==> config.mk <==
export PLATFORM = sky130hd
export DESIGN_NAME = fetch_queue_unit
export DESIGN_NICKNAME = d
export VERILOG_FILES = /design/src/rtl/fetch_queue_unit.sv
export SDC_FILE = /design/constraint.sdc
export NUM_CORES = 1
export LEC_CHECK = 0
export CORE_MARGIN = 4
export CORE_UTILIZATION = 61
export DETAILED_ROUTE_END_ITERATION = 8
export GPL_TIMING_DRIVEN = 1
export PLACE_DENSITY_LB_ADDON = 0.25
export REMOVE_ABC_BUFFERS = 1
export SLEW_MARGIN = 20
export SYNTH_ARGS = -nofsm -noshare
export SYNTH_HDL_FRONTEND = slang
export SYNTH_SLANG_ARGS = --single-unit
==> constraint.sdc <==
create_clock -name clk -period 7.8 [get_ports clk]
set_input_delay 1.56 -clock clk [delete_from_list [all_inputs] [get_ports clk]]
set_output_delay 1.56 -clock clk [all_outputs]
set_load 0.02 [all_outputs]
==> src/rtl/fetch_queue_unit.sv <==
// Front-end fetch stage: sequential PC generation, one outstanding imem request, DEPTH-entry {addr, inst} queue to decode.
// Optional statistics counters are compiled in with FETCH_QUEUE_STAT_EN.
module fetch_queue_unit #(
    parameter int unsigned       ADDR_W   = 32,
    parameter int unsigned       INST_W   = 32,
    parameter int unsigned       DEPTH    = 4,
    parameter int unsigned       PC_STEP  = 4,
    parameter logic [ADDR_W-1:0] RESET_PC = '0
) (
    input  logic              clk,
    input  logic              reset,
    input  logic              jump_flag_i,
    input  logic [ADDR_W-1:0] jump_addr_i,
    output logic              req_o,
    output logic [ADDR_W-1:0] req_addr_o,
    input  logic              data_ok_i,
    input  logic [INST_W-1:0] inst_fetch_i,
    output logic              valid_o,
    input  logic              ready_i,
    output logic [INST_W-1:0] inst_o,
    output logic [ADDR_W-1:0] inst_addr_o
`ifdef FETCH_QUEUE_STAT_EN
    ,
    output logic [31:0]       stat_fetch_cnt_o,
    output logic [31:0]       stat_drop_cnt_o
`endif
);

    localparam int unsigned       PTR_W   = $clog2(DEPTH);
    localparam int unsigned       CNT_W   = PTR_W + 1;
    localparam logic [CNT_W-1:0]  DEPTH_C = CNT_W'(DEPTH);
    localparam logic [ADDR_W-1:0] STEP_C  = ADDR_W'(PC_STEP);

    typedef enum logic [1:0] {
        S_IDLE = 2'd0,
        S_WAIT = 2'd1,
        S_DROP = 2'd2
    } state_e;

    state_e            state_q, state_d;
    logic              init_q;
    logic [ADDR_W-1:0] pc_q, pc_d;
    logic              req_q, req_d;
    logic [ADDR_W-1:0] req_addr_q, req_addr_d;
    logic [PTR_W-1:0]  wr_ptr_q, wr_ptr_d;
    logic [PTR_W-1:0]  rd_ptr_q, rd_ptr_d;
    logic [CNT_W-1:0]  count_q, count_d;

    logic [ADDR_W-1:0] addr_mem [DEPTH];
    logic [INST_W-1:0] inst_mem [DEPTH];

    logic              not_empty;
    logic              push;
    logic              pop;
    logic              flush;
    logic              discard;
    logic              has_space;
    logic [ADDR_W-1:0] next_pc;

    // Decode handshake: the head transfers on any edge where valid_o && ready_i;
    // valid_o never depends on ready_i, and a redirect masks valid_o for that cycle.
    assign not_empty   = (count_q != '0);
    assign valid_o     = not_empty & ~jump_flag_i;
    assign pop         = valid_o & ready_i;
    assign flush       = jump_flag_i;
    assign push        = (state_q == S_WAIT) & data_ok_i & ~jump_flag_i;
    assign discard     = data_ok_i & ((state_q == S_DROP) |
                                      ((state_q == S_WAIT) & jump_flag_i));
    assign inst_o      = not_empty ? inst_mem[rd_ptr_q] : '0;
    assign inst_addr_o = not_empty ? addr_mem[rd_ptr_q] : '0;
    assign req_o       = req_q;
    assign req_addr_o  = req_addr_q;
    assign next_pc     = pc_q + STEP_C;

    // Occupancy after this edge; a new request is only issued if it can land.
    always_comb begin
        count_d  = count_q;
        wr_ptr_d = wr_ptr_q;
        rd_ptr_d = rd_ptr_q;
        if (flush) begin
            count_d  = '0;
            wr_ptr_d = '0;
            rd_ptr_d = '0;
        end else begin
            count_d = count_q + CNT_W'(push) - CNT_W'(pop);
            if (push) begin
                wr_ptr_d = wr_ptr_q + PTR_W'(1);
            end
            if (pop) begin
                rd_ptr_d = rd_ptr_q + PTR_W'(1);
            end
        end
    end

    assign has_space = (count_d < DEPTH_C);

    always_comb begin
        state_d    = state_q;
        pc_d       = pc_q;
        req_d      = req_q;
        req_addr_d = req_addr_q;
        case (state_q)
            S_IDLE: begin
                if (jump_flag_i) begin
                    pc_d = jump_addr_i;
                end
                if (init_q && has_space) begin
                    req_d      = 1'b1;
                    req_addr_d = jump_flag_i ? jump_addr_i : pc_q;
                    state_d    = S_WAIT;
                end
            end
            S_WAIT: begin
                if (jump_flag_i) begin
                    pc_d = jump_addr_i;
                    if (data_ok_i) begin
                        req_addr_d = jump_addr_i;
                    end else begin
                        req_d   = 1'b0;
                        state_d = S_DROP;
                    end
                end else if (data_ok_i) begin
                    pc_d = next_pc;
                    if (has_space) begin
                        req_addr_d = next_pc;
                    end else begin
                        req_d   = 1'b0;
                        state_d = S_IDLE;
                    end
                end
            end
            S_DROP: begin
                // The stale response must come back before the target can be requested.
                if (jump_flag_i) begin
                    pc_d = jump_addr_i;
                end
                if (data_ok_i) begin
                    req_d      = 1'b1;
                    req_addr_d = jump_flag_i ? jump_addr_i : pc_q;
                    pc_d       = jump_flag_i ? jump_addr_i : pc_q;
                    state_d    = S_WAIT;
                end
            end
            default: begin
                state_d = S_IDLE;
                req_d   = 1'b0;
            end
        endcase
    end

    always_ff @(posedge clk or posedge reset) begin
        if (reset) begin
            state_q    <= S_IDLE;
            init_q     <= 1'b0;
            pc_q       <= RESET_PC;
            req_q      <= 1'b0;
            req_addr_q <= RESET_PC;
            wr_ptr_q   <= '0;
            rd_ptr_q   <= '0;
            count_q    <= '0;
        end else begin
            state_q    <= state_d;
            init_q     <= 1'b1;
            pc_q       <= pc_d;
            req_q      <= req_d;
            req_addr_q <= req_addr_d;
            wr_ptr_q   <= wr_ptr_d;
            rd_ptr_q   <= rd_ptr_d;
            count_q    <= count_d;
        end
    end

    always_ff @(posedge clk) begin
        if (push) begin
            addr_mem[wr_ptr_q] <= req_addr_q;
            inst_mem[wr_ptr_q] <= inst_fetch_i;
        end
    end

`ifdef FETCH_QUEUE_STAT_EN
    logic [31:0] fetch_cnt_q;
    logic [31:0] drop_cnt_q;

    // A flush of k live entries counts as k drops, on top of any discarded response.
    always_ff @(posedge clk or posedge reset) begin
        if (reset) begin
            fetch_cnt_q <= '0;
            drop_cnt_q  <= '0;
        end else begin
            fetch_cnt_q <= fetch_cnt_q + 32'(push);
            drop_cnt_q  <= drop_cnt_q + 32'(discard) + (flush ? 32'(count_q) : 32'd0);
        end
    end

    assign stat_fetch_cnt_o = fetch_cnt_q;
    assign stat_drop_cnt_o  = drop_cnt_q;
`endif

endmodule

# After elaboration in Yosys (flattened, before gate mapping)
# Memory sizes are Yosys's and may differ from the RTL's.
# Index checks and enable logic that the tools add are counted.
op_classes:
  mux: 34
  bitwise: 5
  n_reduce_logical: 11
  eq_ne: 9
  add_sub_neg: 5
  n_lt_le_gt_ge: 1
op_table:
  columns: ["operator", "n"]
  rows:
  - ["two-way mux 32 bit", 11]
  - ["one-hot mux 32 bit (3 select lines)", 1]
  - ["one-hot mux 32 bit (2 select lines)", 1]
  - ["adder 32 x 3 -> 32 bit (second input constant)", 1]
  - ["two-way mux 2 bit", 10]
  - ["!= test 3 bit (second input constant)", 4]
  - ["AND reduction 5 bit", 2]
  - ["two-way mux 1 bit", 8]
  - ["!= test 2 bit (second input constant)", 3]
  - ["one-hot mux 2 bit (3 select lines)", 1]
  - ["nonzero test 2 bit", 3]
  - ["nonzero test 3 bit", 2]
  - ["adder 2 x 1 -> 2 bit (second input constant)", 2]
  - ["AND 1 bit", 4]
  - ["adder 3 x 1 -> 3 bit", 1]
  - ["< comparator 3 bit (second input constant)", 1]
  - ["two-way mux 3 bit", 1]
  - ["one-hot mux 1 bit (3 select lines)", 1]
  - ["subtractor 3 x 1 -> 3 bit", 1]
  - ["== test 2 x 1 -> 1 bit (second input constant)", 1]
  - ["== test 2 bit (second input constant)", 1]
  - ["logical NOT 2 bit", 1]
  - ["AND reduction 2 bit", 1]
  - ["OR reduction 2 bit", 1]
  - ["other kinds (2)", 2]
totals:
  ram_bits: 256
  ff_bits: 75
  n_memories: 2
  output_inout_bits: 98
  input_bits: 69
mem_list:
  columns: ["memory", "words", "word_bits", "read_ports", "rd_ports_with_merged_regs", "write_ports", "line_no", "text"]
  rows:
  - ["addr_mem", 4, 32, 1, 0, 1, "49", "logic [ADDR_W-1:0] addr_mem [DEPTH];"]
  - ["inst_mem", 4, 32, 1, 0, 1, "50", "logic [INST_W-1:0] inst_mem [DEPTH];"]

# Logic depth before layout (Yosys ltp)
# Gate-level depths: netlist (run 1).
depth:
  word_depth: 11
  depth_mapped: 17
  mapped_depth_nobuf: 13

# Worst setup path after synthesis (run 1)
# Ideal clock, no wire load.
synth_path:
  path_kind: "input port to flip-flop"
  startpoint: "input port jump_flag_i"
  endpoint: "register req_addr_q[7] (netlist: req_addr_o[7])"
  n_path_buf: 5
  setup_ps: 128
  path_slack_ps: 2895
  required_ps: 7672
  path_stages: 15
  arrival_time_ps: 4778
  cell_sequence: "clkbuf_1 buf_2 clkbuf_1 clkbuf_1 nor2_1 ha_1 inv_1 ha_1 inv_1 fa_1 xor3_1 a21oi_1 a221oi_2 buf_2 mux2_1"
synth_between:
  elab_chain_cells: 9
  word_cells_on_any_way: 17
  cone_classes: "add/sub: 2; order compare: 1; eq/ne: 2; mux: 6; bitwise: 4; reduce/logical: 2"
synth_rtl:
  columns: ["item", "line_no", "text"]
  rows:
  - ["start: declaration", "12", "input logic jump_flag_i,"]
  - ["NOT 1 bit", "63, 66", null]
  - ["AND 1 bit, on equally long branches", "66, 63", null]
  - ["adder 3 x 1 -> 3 bit / AND 1 bit (equally long branches)", "85, 64", null]
  - ["subtractor 3 x 1 -> 3 bit", "85", "count_d = count_q + CNT_W'(push) - CNT_W'(pop);"]
  - ["two-way mux 3 bit", "80", "if (flush) begin"]
  - ["< comparator 3 bit", "95", "assign has_space = (count_d < DEPTH_C);"]
  - ["logical AND 1 bit", "107", "if (init_q && has_space) begin"]
  - ["!= test 2 bit (no source line)", null, null]
  - ["AND reduction 5 bit (no source line)", null, null]
  - ["end signal: assignment", "166", "req_addr_q <= req_addr_d;"]
  - ["end: declaration", "44", "logic [ADDR_W-1:0] req_addr_q, req_addr_d;"]
# Parallel ways exist; a longest one is shown, timed or not. The select of a mux whose other input is x is not followed.
# A chain may end at the register's enable or synchronous reset.

# Final worst setup path (run 1)
layout_path:
  startpoint: "input port data_ok_i"
  endpoint: "register req_addr_q[21] (netlist: req_addr_o[21])"
layout_between:
  elab_chain_cells: 9
  word_cells_on_any_way: 12
  cone_classes: "add/sub: 2; order compare: 1; eq/ne: 4; mux: 1; bitwise: 2; reduce/logical: 2"
layout_rtl:
  columns: ["item", "line_no", "text"]
  rows:
  - ["start: declaration", "16", "input logic data_ok_i,"]
  - ["AND 1 bit (2 in series)", "66", "assign push = (state_q == S_WAIT) & data_ok_i & ~jump_flag_i;"]
  - ["adder 3 x 1 -> 3 bit", "85", null]
  - ["subtractor 3 x 1 -> 3 bit", "85", null]
  - ["two-way mux 3 bit", "80", null]
  - ["< comparator 3 bit", "95", null]
  - ["logical AND 1 bit", "107", null]
  - ["!= test 2 bit (no source line)", null, null]
  - ["AND reduction 5 bit (no source line) *", null, null]
# Mark *: on every way between the ends. The rest lies on a longest branch, timed or not.

==> metrics.yaml, run 1 <==
status: "complete, no violations"
combPwrFrac_pct: 32.7
rows: 56
coreArea_mm2: 0.0237
yosys_register_bits: 331
slew_headroom_pct: 26.9
switching_power_uw: 2120
async_flop_share_pct: 22.7
clk_latency_ns: 0.51
gp_congestion: 0.890
seq_power_share_pct: 40.0
portBuffers: 166
cts_tree: "done"
gr-usage-all-layers_pct: 25.3
p_per_area_mw_per_mm2: 359
fmax_ghz: 0.186
critical_path_required_ns: 8.15
worstSetupPathType: "in -> reg"
drtIter0Drc: 1049
syn2layout_area_growth_pct: 20.5
grt_pass1_wl_mm: 52.8
setup-violations-final: 0
pin_count: 167
numCtsBuffers: 34
clkPwrFrac_pct: 27.3
synth-seq-area-share_pct: 64.5
antennaDiodeCount: 0
swShare_pct: 33.0
power_uw: 6410
clockRootBuffer: "clkbuf_16"
fin_hold_ws_ns: 0.515
yosys.area.top_type: "edfxtp_1"
initial_core_util_pct: 62.6
wl_per_cell_um: 22.3
ant_nets: 0
yosysTopAreaCellShare_pct: 51.8
cts_buffer_depth: 3
leakagePower_uw: 0.00600
clkSlewWorstSetupHoldPaths_ns: 0.06
stdcell_area_mm2: 0.0179
fp.dieH_um: 164
start_kind: "primary input"
synthesis.area_mm2: 0.0148
ir_drop_mv: 0.230
die_w_um: 164
synthCells: 1026
cts_setup_buffers: 0
synth_flop_cell: "edfxtp_1"
layout_common_cells: "256 x edfxtp_1, 165 x clkdlybuf4s50_1, 73 x and2_1, 72 x dfrtp_1, 64 x mux4_2"
syn_area_per_cell_um2: 14.5
period_minus_slack_ns: 5.37
final_common_cell: "edfxtp_1"
cts.htree.levels: 2
crit_arrival_ns: 5.72
drt_wl_total_mm: 33.5
placed_area_mm2: 0.0167
dp_hpwl_mm: 19.9
grt_pass1_vias: 9354
grt-ovfl-total: 0
vias: 9377
holdBufCountCts: 0
fin_setup_tns_ns: 0
worst_slew_pin_slew_ns: 1.10
dr.pass1.iters: 6
grt_max_degree: 78
synth.distinct_cells: 68
drc_errors: 0
fillers: 1516
maxCapViolCount: 0
finalHoldViolCount: 0
synthTopCellsByArea: "edfxtp_1 52%, dfrtp_1 13%, mux4_2 9.7%"
critPathMaxFanout: 38
skew_ns: 0.0177
drive_above_1_share_pct: 13.4
cp-end-kind: "register"
fin_crit_sh_pct: 68.8
cts_resized: 0
hp-class: "reg -> reg"
rsz0062_at_grt: "false"
synth_edf_count: 256
antenna_found_initial: 0
final-max-slew-violation-count: 0
p_int_uw: 4290
die-area_mm2: 0.0269
nets: 1235
viasPerCell: 6.24
ys_warn_count: 0
cts.sinks: 331
## area by class of cell
cell class | count | area [um^2] | share of cell area [%]
Clock inverter | 20 | 318 | 1.78
Multi-Input combinational cell | 596 | 4880 | 27.3
Tap cell | 319 | 399 | 2.23
Sequential cell | 331 | 9570 | 53.6
Clock buffer | 41 | 887 | 4.96
Inverter | 17 | 63.8 | 0.357
Timing Repair Buffer | 178 | 1750 | 9.77
## power groups by stage
| stage | logic, uW | registers, uW | clock network, uW |
|---|---|---|---|
| final | 2100 | 2560 | 1750 |
| after global routing | 2260 | 2610 | 1850 |
| after CTS | 2110 | 2570 | 1770 |
| after detailed placement | 2100 | 2600 | 0 |
| after global placement | 2070 | 2580 | 0 |
| after floorplan | 1120 | 2660 | 0 |
## Yosys cell counts, types with 10 or more instances
master    number
edfxtp_1     256
dfrtp_1       75
and2_1        73
mux4_2        64
nand2_1       59
clkbuf_1      44
nor2_1        40
a21oi_1       33
o21ai_0       32
buf_2         23
nor3_1        23
nand3_1       22
nand2b_1      18
inv_1         17
xnor2_1       17
o21ai_1       16
o22ai_1       16
mux2i_1       14
nand4_1       13
nor4_1        12
and3_1        10
## cell families (layout without fill, tap and decap cells)
logic type / after synthesis / after routing / share of synthesized area [%]
buffers and inverters: 99 / 256 / 2.88
muxes: 81 / 81 / 10.9
DFF: 331 / 331 / 64.5
other: 1 / 1 / 0.0253
adders and majority gates: 8 / 8 / 0.725
AOI/OAI and AO/OA: 167 / 167 / 7.48
and+or+nand+nor: 315 / 315 / 12.0
xor gates and xnor gates: 24 / 24 / 1.52
## routing by layer
layer	up-vias	wire (um)	part of all wire, %	track usage [%]
li1	4215	-	-	-
met1	4743	14000	42	35.8
met2	369	16600	50	42.0
met3	50	2220	6.6	4.04
met4	0	631	1.9	6.63
met5	-	0	0	0
## registers in the layout, indices dropped and copies added, names as in the netlist, 2 cells and up
signal      count
addr_mem      128
count_q         3
inst_mem      128
pc_q           32
rd_ptr_q        2
req_addr_o     32
state_q         2
wr_ptr_q        2
## worst max-delay path, cell delays in order
cell             delay, ns
clkdlybuf4s50_1       0.75
nor3b_2               0.24
buf_4                 0.25
nand2_1               0.11
ha_1                  0.28
inv_1                 0.06
ha_1                  0.13
inv_1                 0.04
fa_1                  0.38
xor3_1                0.41
a21oi_1               0.41
a221oi_4              0.06
buf_4                 0.28
nor2_1                0.56
a221oi_1              0.17
## worst paths after layout
check                      slack [ns]                  from                          to  cells after the start
setup / recovery                 2.43             data_ok_i  req_addr_o[21]$_DFFE_PP0P_                     15
hold / removal                   0.51   pc_q[0]$_DFFE_PP0P_         pc_q[0]$_DFFE_PP0P_                      1
setup reg to reg                 3.34  count_q[1]$_DFF_PP0_  req_addr_o[21]$_DFFE_PP0P_                     15
hold reg to reg                  0.51   pc_q[0]$_DFFE_PP0P_         pc_q[0]$_DFFE_PP0P_                      1
max in group asynchronous        5.18                 reset     rd_ptr_q[1]$_DFFE_PP0P_                      3
min in group asynchronous        1.51                 reset         pc_q[8]$_DFFE_PP0P_                      2
## through the flow
step / util, % / std cells / worst slack [ns]
after floorplan: - / 944 / 1.06
after global placement: 70.3 / 1441 / 2.10
after detailed placement: 70.3 / 1441 / 1.97
after CTS: 75.4 / 1502 / 2.49
after global routing: 75.5 / 1502 / 2.21
final: 75.5 / 1502 / 2.43
No activity file was read; power rests on OpenSTA's default activity.
==> run 2, diff against run 1 <==
--- a/config.mk
+++ b/config.mk
@@ -6,7 +6,7 @@
 export NUM_CORES = 1
 export LEC_CHECK = 0
 export CORE_MARGIN = 4
-export CORE_UTILIZATION = 61
+export CORE_UTILIZATION = 51
 export DETAILED_ROUTE_END_ITERATION = 8
 export GPL_TIMING_DRIVEN = 1
 export PLACE_DENSITY_LB_ADDON = 0.25
==> constraint.sdc (replaced) <==
create_clock -name clk -period 4.3 [get_ports clk]
set_input_delay 0.86 -clock clk [delete_from_list [all_inputs] [get_ports clk]]
set_output_delay 0.86 -clock clk [all_outputs]
set_load 0.02 [all_outputs]
==> metrics.yaml, run 2 (synthesis gave the netlist of run 1 again) <==
critical_path_required_ns: 3.44
ir_drop_mv: 0.320
clockRootBuffer: "clkbuf_16"
dp_hpwl_mm: 21.5
cts_resized: 0
antenna_found_initial: 0
dr.pass1.iters: 6
cp-end-kind: "output port"
fillers: 2154
period_minus_slack_ns: 3.77
vias: 9399
gr-usage-all-layers_pct: 21.8
hp-class: "reg -> reg"
fin_cells: 1587
clk_latency_ns: 0.51
cts_buffer_depth: 3
nets: 1253
cts_tree: "done"
fin_crit_sh_pct: 87.8
holdBufCountCts: 0
grt-ovfl-total: 0
status: "complete, no violations"
p_per_area_mw_per_mm2: 638
cp_cell_sequence: "buf_4 -> mux4_2 -> and2_1 -> clkdlybuf4s50_1"
crit_arrival_ns: 2.91
wl_per_cell_um: 21.6
worstSetupPathType: "reg -> out"
cts.htree.levels: 2
ant_nets: 0
rows: 62
slew_headroom_pct: 44.9
critPathMaxFanout: 26
cts.sinks: 331
final_common_cell: "edfxtp_1"
stdcell_area_mm2: 0.0181
drive_above_1_share_pct: 14.2
portBuffers: 166
drtIter0Drc: 865
initial_core_util_pct: 51.7
dp.cells: 1523
slowest_delay_ns: 0.83
syn2layout_area_growth_pct: 22.3
rsz0062_at_grt: "false"
grt_pass1_wl_mm: 53.9
fin_util_pct: 63.2
die_w_um: 179
grt_pass1_vias: 9419
antennaDiodeCount: 0
cts_setup_buffers: 0
fp.dieH_um: 179
gp_congestion: 0.885
placed_area_mm2: 0.0170
numCtsBuffers: 35
grt_max_degree: 77
drt_wl_total_mm: 34.4
die-area_mm2: 0.0319
viasPerCell: 5.92
layout_common_cells: "256 x edfxtp_1, 165 x clkdlybuf4s50_1, 73 x and2_1, 72 x dfrtp_1, 64 x mux4_2"
drc_errors: 0
worst_slew_pin_slew_ns: 0.825
cpMaxStageDelayCell: "dfrtp_4"
finalHoldViolCount: 0
clkSlewWorstSetupHoldPaths_ns: 0.06
maxCapViolCount: 0
pin_count: 167
start_kind: "register"
leakagePower_uw: 0.00609
skew_ns: 0.0102
fmax_ghz: 0.265
reg_top3: "addr_mem x128, inst_mem x128"
coreArea_mm2: 0.0287
setup-violations-final: 0
final-max-slew-violation-count: 0
-- run 2: changes by cell type in the layout (fill, tap and decap cells not counted) --
cell	previous run	this run
inv_6	2	1
clkbuf_1	6	12
nor2_4	1	0
nor2_1	39	40
clkbuf_8	1	5
clkinv_4	0	1
clkbuf_16	34	36
bufinv_16	8	3
buf_4	12	20
buf_12	0	9
clkinv_2	5	1
-- run 2: worst max-delay path, delay by kind of cell, from the launching register on --
family | cells | cell delay, ns
flops | 1 | 0.83
mux | 1 | 0.52
buf+inv | 2 | 0.87
simple gates | 1 | 0.19
-- run 2: metal layers --
layer	global-route usage, %	up-vias	wire (um)
met3	3.65	63	2380
met4	6.27	0	856
met2	34.1	324	16100
li1	-	4275	-
met1	31.9	4737	15000
met5	0	-	0
-- run 2: layout make-up --
class	instances	area, um^2	share of cell area (%)
timing repair buffer	195	1990	11.0
clock buffer	53	1010	5.59
multi-input combinational	596	4870	26.9
clock inverter	11	148	0.814
sequential	331	9570	52.8
inverter	17	63.8	0.352
tap	384	480	2.65
-- run 2: final timing paths --
path / from / to / slack, ns / depth (start not counted)
worst max-delay path: rd_ptr_q[0]$_DFFE_PP0P_ / inst_addr_o[2] / 0.53 / 4
worst min register to register: pc_q[1]$_DFFE_PP0P_ / pc_q[1]$_DFFE_PP0P_ / 0.51 / 1
worst max register to register: count_q[1]$_DFF_PP0_ / req_addr_o[15]$_DFFE_PP0P_ / 0.71 / 14
worst min-delay path: pc_q[1]$_DFFE_PP0P_ / pc_q[1]$_DFFE_PP0P_ / 0.51 / 1
max in group asynchronous: reset / rd_ptr_q[1]$_DFFE_PP0P_ / 2.76 / 3
min in group asynchronous: reset / req_addr_o[1]$_DFFE_PP0P_ / 0.80 / 2
-- run 2: where the power goes --
group	switching, uW	internal, uW	total [uW]
clock	1180	1820	3000
sequential	589	4030	4620
combinational	2070	1880	3950
total	3850	7730	11600
-- run 2: stage by stage --
| stage | setup WS [ns] | power, uW | TNS (ns) | hold slack [ns] |
|---|---|---|---|---|
| 2_1_floorplan | -1.75 | 6850 | -44.40 | 0.479 |
| 3_3_place_gp | 0.207 | 8590 | 0 | 0.486 |
| 3_5_place_dp | 0.145 | 8660 | 0 | 0.499 |
| 4_1_cts | 0.442 | 11700 | 0 | 0.512 |
| 5_1_grt | 0.373 | 12200 | 0 | 0.530 |
| 6_report | 0.526 | 11600 | 0 | 0.508 |
==> run 3, diff against run 2 <==
--- a/config.mk
+++ b/config.mk
@@ -5,10 +5,12 @@
 export SDC_FILE = /design/constraint.sdc
 export NUM_CORES = 1
 export LEC_CHECK = 0
+export CAP_MARGIN = 20
 export CORE_MARGIN = 4
 export CORE_UTILIZATION = 51
 export DETAILED_ROUTE_END_ITERATION = 8
 export GPL_TIMING_DRIVEN = 1
+export MAX_ROUTING_LAYER = met4
 export PLACE_DENSITY_LB_ADDON = 0.25
 export REMOVE_ABC_BUFFERS = 1
 export SLEW_MARGIN = 20
==> constraint.sdc (replaced) <==
create_clock -name clk -period 4.3 [get_ports clk]
set_input_delay 1.075 -clock clk [delete_from_list [all_inputs] [get_ports clk]]
set_output_delay 1.075 -clock clk [all_outputs]
set_load 0.02 [all_outputs]
==> metrics.yaml, run 3 (synthesis gave the netlist of run 1 again) <==
status: "complete, no violations"
pin_count: 167
final_common_cell: "edfxtp_1"
nets: 1259
clk_latency_ns: 0.51
numCtsBuffers: 35
cts_resized: 0
cts.sinks: 331
fp.dieH_um: 179
die-area_mm2: 0.0319
vias: 9395
drt_wl_total_mm: 34.3
crit_arrival_ns: 4.37
grt_pass1_wl_mm: 53.8
cp-end-kind: "register"
dr.pass1.iters: 7
slew_headroom_pct: 43.2
reg_top3: "addr_mem x128, inst_mem x128"
fin_crit_sh_pct: 93.4
grt_max_degree: 78
clockRootBuffer: "clkbuf_16"
p_per_area_mw_per_mm2: 642
critical_path_required_ns: 4.65
rsz0062_at_grt: "false"
antenna_found_initial: 0
cts_buffer_depth: 3
drc_errors: 0
gr-usage-all-layers_pct: 22.3
stdcell_area_mm2: 0.0182
grt_pass1_vias: 9296
clkSlewWorstSetupHoldPaths_ns: 0.06
layout_common_cells: "256 x edfxtp_1, 165 x clkdlybuf4s50_1, 73 x and2_1, 72 x dfrtp_1, 64 x mux4_2"
drtIter0Drc: 980
drive_above_1_share_pct: 15.5
worstSetupPathType: "in -> reg"
ir_drop_mv: 0.386
portBuffers: 166
fin_util_pct: 63.5
worst_slew_pin_slew_ns: 0.851
placed_area_mm2: 0.0170
setup-violations-final: 0
syn2layout_area_growth_pct: 22.8
ant_nets: 0
gp_congestion: 0.922
cts_tree: "done"
dp_hpwl_mm: 21.8
viasPerCell: 5.90
antennaDiodeCount: 0
coreArea_mm2: 0.0287
final-max-slew-violation-count: 0
cts.htree.levels: 2
period_minus_slack_ns: 4.01
hp-class: "reg -> reg"
fillers: 2161
grt-ovfl-total: 0
critPathMaxFanout: 14
maxCapViolCount: 0
finalHoldViolCount: 0
cts_setup_buffers: 0
holdBufCountCts: 0
leakagePower_uw: 0.00615
initial_core_util_pct: 51.7
rows: 62
skew_ns: 0.0134
fmax_ghz: 0.249
start_kind: "primary input"
die_w_um: 179
wl_per_cell_um: 21.5
==> run 3: where the power goes <==
group | switching [uW] | internal [uW] | total, uW | leakage (uW)
Clock | 1210 | 1900 | 3120 | 0.000600
Combinational | 2140 | 1870 | 4010 | 0.00233
Sequential | 531 | 4030 | 4560 | 0.00322
==> run 3: per-stage QoR <==
step	TNS (ns)	total power, uW	std cells	hold slack, ns	setup slack [ns]
floorplan	-64.57	6850	944	0.479	-1.95
global placement	-0.812	8580	1529	0.488	-0.100
detailed placement	-1.91	8670	1529	0.511	-0.165
CTS	0	11800	1593	0.524	0.311
global route	0	12300	1593	0.539	0.136
finish	0	11700	1593	0.522	0.286
==> run 3: final cells by class <==
| class | count | area, um^2 | share of cell area [%] |
|---|---|---|---|
| clock buffers | 46 | 1010 | 5.54 |
| clock inverters | 18 | 208 | 1.14 |
| inverters | 17 | 63.8 | 0.350 |
| multi-input cells | 596 | 4870 | 26.8 |
| flip-flops and latches | 331 | 9570 | 52.6 |
| well taps | 384 | 480 | 2.64 |
| repair buffers | 201 | 2010 | 11.0 |
==> run 3: final timing paths <==
check / from / to / slack [ns] / depth (start not counted)
max: data_ok_i / req_addr_o[29]$_DFFE_PP0P_ / 0.29 / 15
min: pc_q[0]$_DFFE_PP0P_ / pc_q[0]$_DFFE_PP0P_ / 0.52 / 1
max reg2reg: count_q[1]$_DFF_PP0_ / req_addr_o[29]$_DFFE_PP0P_ / 0.59 / 15
min reg2reg: pc_q[0]$_DFFE_PP0P_ / pc_q[0]$_DFFE_PP0P_ / 0.52 / 1
max in group asynchronous: reset / rd_ptr_q[0]$_DFFE_PP0P_ / 2.90 / 3
min in group asynchronous: reset / req_addr_o[10]$_DFFE_PP0P_ / 0.97 / 3
==> run 3: routing by layer <==
| layer | global-route usage [%] | wire [um] | vias up |
|---|---|---|---|
| li1 | - | - | 4277 |
| met1 | 32.2 | 15000 | 4717 |
| met2 | 34.4 | 16500 | 359 |
| met3 | 3.73 | 2260 | 42 |
| met4 | 4.25 | 510 | 0 |
| met5 | - | 0 | - |
==> run 3: worst max-delay path: stages <==
cell and delay [ns]:
clkdlybuf4s50_1 0.47, nor3b_2 0.19, nand2_1 0.12, ha_1 0.28, inv_1 0.05, ha_1 0.13
inv_1 0.05, fa_1 0.38, xor3_1 0.36, a21oi_1 0.08, buf_4 0.17, a221oi_4 0.39
buf_4 0.30, mux2i_1 0.24, a21oi_1 0.08
==> edit 1: new RTL, settings of run 2 <==
Change the parameter `INST_W` from 32 to 64.
--- a/src/rtl/fetch_queue_unit.sv
+++ b/src/rtl/fetch_queue_unit.sv
@@ -2,7 +2,7 @@
 // Optional statistics counters are compiled in with FETCH_QUEUE_STAT_EN.
 module fetch_queue_unit #(
     parameter int unsigned       ADDR_W   = 32,
-    parameter int unsigned       INST_W   = 32,
+    parameter int unsigned       INST_W   = 64,
     parameter int unsigned       DEPTH    = 4,
     parameter int unsigned       PC_STEP  = 4,
     parameter logic [ADDR_W-1:0] RESET_PC = '0
Interface: changed (resized inst_fetch_i and inst_o); port bits go from 167 to 231. No check against the original RTL was run, so the function may have changed too.
==> edit 1 against run 2 <==
Sequential power is 31% higher; final cell count is 26% higher; non-clock buffer count is 71 higher; setup slack lost 0.12 ns; final area up 33%; critical endpoint is now inst_addr_o[9]; combinational power rose by 30%; wire length rose by 36%; global-route usage is 0.68 points higher; sequential cell count rose by 128; synthesized area increased by 32%; total power is 31% higher.
==> edit 1: results (changes against run 2) <==
Status:
- The flow ran to the end, and the final reports show no timing, DRC or antenna violations.

Placement:
- The HPWL after detailed placement is 29,200 um (+36%).
- The cell total after placement is 1,915 (+26%).
- The pre-CTS setup slack is 0.229 ns (+0.0847 ns).
- The count of input and output buffers is 230 (+39%).

Global routing:
- The global-route wire length before repair is 72,100 um (+34%).
- The combined global-route utilization of all metal layers is 22.4% (+0.68 points).
- The maximum number of pins on one net before global-route repair is 99 (+29%).
- The initial antenna violation count is 2 (+2).

CTS:
- The number of buffers created by CTS is 47 (+34%).

Power:
- The static leakage was 7.96 nW (+31%).
- The highest ir drop seen on vdd is 1010 uV (+220%).
- The net switching power is 4.91 mW (+28%).

Drt:
- The detailed-route wire length is 46,600 um (+36%).
- The first-pass iteration count of the detailed router is 5 (-1).
- The total number of vias is 11,700 (+25%).

Timing:
- The max-slew headroom at the worst pin was 30.9% (-14 points).

Final layout:
- The number of nets at the end of the flow is 1,562 (+25%).
- The proportion of layout cells with a drive suffix above 1 is 14.8% (+0.62 points).
- The largest registers in the layout are inst_mem (256), addr_mem (128).

Setup path:
- The reg-to-reg setup timing slack is 0.94 ns (+0.23 ns).
- The highest net fanout along the worst path is 25 (-3.8%).
- The data arrival time at the worst-slack endpoint was 3.04 ns (+0.13 ns).

Logic synthesis:
- The synthesized instance count is 1,220 (+19%).
- The count of cell types in the netlist is 76 (+12%).
- The commonest cells after synthesis are 384 x sky130_fd_sc_hd__edfxtp_1, 102 x sky130_fd_sc_hd__and2_1, 96 x sky130_fd_sc_hd__mux4_2.
-- edit 1: cells by family after synthesis --
| family | after synthesis | synth area share, % |
|---|---|---|
| DFF | 459 | 68.5 |
| and+or+nand+nor | 349 | 9.84 |
| AOI/OAI and AO/OA | 171 | 5.84 |
| muxes | 114 | 12.0 |
| buffers and inverters | 94 | 2.13 |
| xor gates and xnor gates | 24 | 1.14 |
| adders and majority gates | 8 | 0.550 |
| other | 1 | 0.0192 |
-- edit 1: power groups by stage --
stage	combinational, mW	sequential (mW)	clock, mW
after floorplan	2.63	6.32	0
after global placement	5.12	6.10	0
after detailed placement	5.17	6.13	0
after CTS	5.19	6.05	4.06
after global routing	5.48	6.12	4.25
final	5.12	6.04	3.98
-- edit 1: path summary, 6_finish.rpt --
check	to	start
worst max-delay path	inst_addr_o[9]	rd_ptr_q[0]
worst min-delay path	pc_q[1]	pc_q[1]
worst max register to register	req_addr_o[14]	count_q[1]
worst min register to register	pc_q[1]	pc_q[1]
max in group asynchronous	rd_ptr_q[0]	reset
min in group asynchronous	req_addr_o[7]	reset
-- edit 1: layout make-up --
class	count	share of cell area [%]
diodes	2	0.0208
clock buffers	66	5.43
clock inverters	20	0.763
inverters	12	0.187
multi-input cells	667	24.0
flip-flops and latches	459	55.7
well taps	511	2.65
repair buffers	266	11.3
-- edit 1: per-stage QoR --
stage | power, mW | util [%] | cell area (um2)
detailed placement | 11.3 | 59.9 | 22600
finish | 15.1 | 63.8 | 24100
CTS | 15.3 | 63.8 | 24100
global placement | 11.2 | 59.9 | 22600
floorplan | 8.95 | - | 19200
global route | 15.9 | 63.8 | 24100
-- edit 1: layer usage --
metal  wire, um  GRT usage, %  vias to the layer above
li1           -             -                     5242
met1      19100          31.0                     5943
met2      23000          36.6                      483
met3       3550          5.08                       79
met4        989          6.00                        2
met5         10             0                        -
-- edit 1: worst max-delay path, cell delays in order, from the launching register on --
cell                              delay (ns)
sky130_fd_sc_hd__dfrtp_4                0.79
sky130_fd_sc_hd__buf_4                  0.37
sky130_fd_sc_hd__mux4_2                 0.54
sky130_fd_sc_hd__and2_1                 0.18
sky130_fd_sc_hd__clkdlybuf4s50_1        0.55
==> edit 2: new RTL, settings of run 2 <==
Without the edit above. Encoding of `state_e`: now one-hot (3 bits for 3 states).
--- a/src/rtl/fetch_queue_unit.sv
+++ b/src/rtl/fetch_queue_unit.sv
@@ -31,10 +31,10 @@
     localparam logic [CNT_W-1:0]  DEPTH_C = CNT_W'(DEPTH);
     localparam logic [ADDR_W-1:0] STEP_C  = ADDR_W'(PC_STEP);
 
-    typedef enum logic [1:0] {
-        S_IDLE = 2'd0,
-        S_WAIT = 2'd1,
-        S_DROP = 2'd2
+    typedef enum logic [2:0] {
+        S_IDLE = 3'b001,
+        S_WAIT = 3'b010,
+        S_DROP = 3'b100
     } state_e;
 
     state_e            state_q, state_d;
Formal check against the unedited RTL: no difference found for any inputs over 4 cycles, from zero or initial values and one cycle with reset high; so few cycles prove little.
==> edit 2 against run 2 <==
Synthesized area fell by 1.5%; largest power group unchanged; largest cell class unchanged; setup slack better by 0.13 ns; final cell count shrank 2.3%; total power rose by 1.5%; sequential cell count up 1; wire length fell by 1.5%; final area is 0.65% lower; non-clock buffer count up 1.
==> edit 2: results (changes against run 2) <==
Setup path:
- The reg-to-reg setup timing slack is 0.78 ns (+0.07 ns).
- The largest incremental delay on the critical path came to 0.57 ns (-0.26 ns).
- The cell with the biggest individual delay on the critical path is sky130_fd_sc_hd__mux4_2.
- The termination of the worst setup path is inst_addr_o[20].
- The data arrival time at the worst-slack endpoint was 2.78 ns (-0.13 ns).

Logic synthesis:
- By area the synthesized netlist is led by sky130_fd_sc_hd__edfxtp_1 53%, sky130_fd_sc_hd__dfrtp_1 13%, sky130_fd_sc_hd__mux4_2 9.9%.
- The count of cell types in the netlist is 76 (+12%).
- The portion of the post-synthesis area used by sequential elements was 65.6% (+1.1 points).

Drt:
- The number of DRC markers in iteration 0 is 846 (-2.2%).
- The total number of vias is 9,196 (-2.2%).
- The detailed-routed wire length on met3 is 2350 um (-1.4%).
- The average routed wire per standard cell came to 21.8 um (+0.83%).

Final layout:
- The count of plain and timing-repair buffers is 196 (+0.51%).
- The clock-cell share of area came to 6.85% (+0.44 points).
- The number of signal-net inverters in the final layout came to 12 (-5).
- The total of fill cells in the finished design is 2,040 (-5.3%).
- The storage element area is 0.00960 mm2 (+0.26%).
- The layout multi-input combinational cell count was 566 (-5.0%).

Timing:
- The maximum frequency from static timing analysis is 0.275 GHz (+3.7%).
- The worst hold slack across all endpoints is 0.474 ns (-0.0348 ns).
- The max-slew headroom at the worst pin is 28.5% (-16 points).

Power:
- The sequential cell fraction of total power was 39.5% (-0.4 points).
- The static leakage was 6.04 nW (-0.80%).

Placement:
- The HPWL after detailed placement is 20,900 um (-2.8%).
- The instance area after placement is 0.0168 mm2 (-1.2%).

Status:
- The flow ran to the end, and the final reports show no timing, DRC or antenna violations.

CTS:
- The number of buffers created by CTS is 37 (+5.7%).

Global routing:
- The combined global-route utilization of all metal layers is 21.7% (-0.11 points).

Hold path:
- The cell count of the worst hold path is 2 (+1).
==> edit 2: changes by cell type in the layout (fill, tap and decap cells not counted), sizes merged, moves of 10 or more <==
cell and delta:
a221oi -10, nand2b -13, a21oi -10, nor2 +19
==> edit 2: per-stage QoR <==
| stage | util [%] | setup TNS [ns] | std cells | power (mW) |
|---|---|---|---|---|
| global route | 64.3 | 0 | 1551 | 12.4 |
| CTS | 64.3 | 0 | 1550 | 11.8 |
| detailed placement | 59.9 | 0 | 1483 | 8.62 |
| floorplan | - | -4.90 | 910 | 6.91 |
| finish | 64.3 | 0 | 1551 | 11.8 |
| global placement | 59.9 | 0 | 1483 | 8.55 |
==> edit 2: kinds of logic (layout without fill, tap and decap cells) <==
kind of cell	count (synthesis)	count (layout)	synth area share, %
compound gates	151	151	7.21
xor+xnor	24	24	1.53
fa+ha+maj	8	8	0.736
buf+inv	90	275	2.61
flops	332	332	65.6
mux	78	78	10.8
other cells	1	1	0.0257
simple gates	304	304	11.4
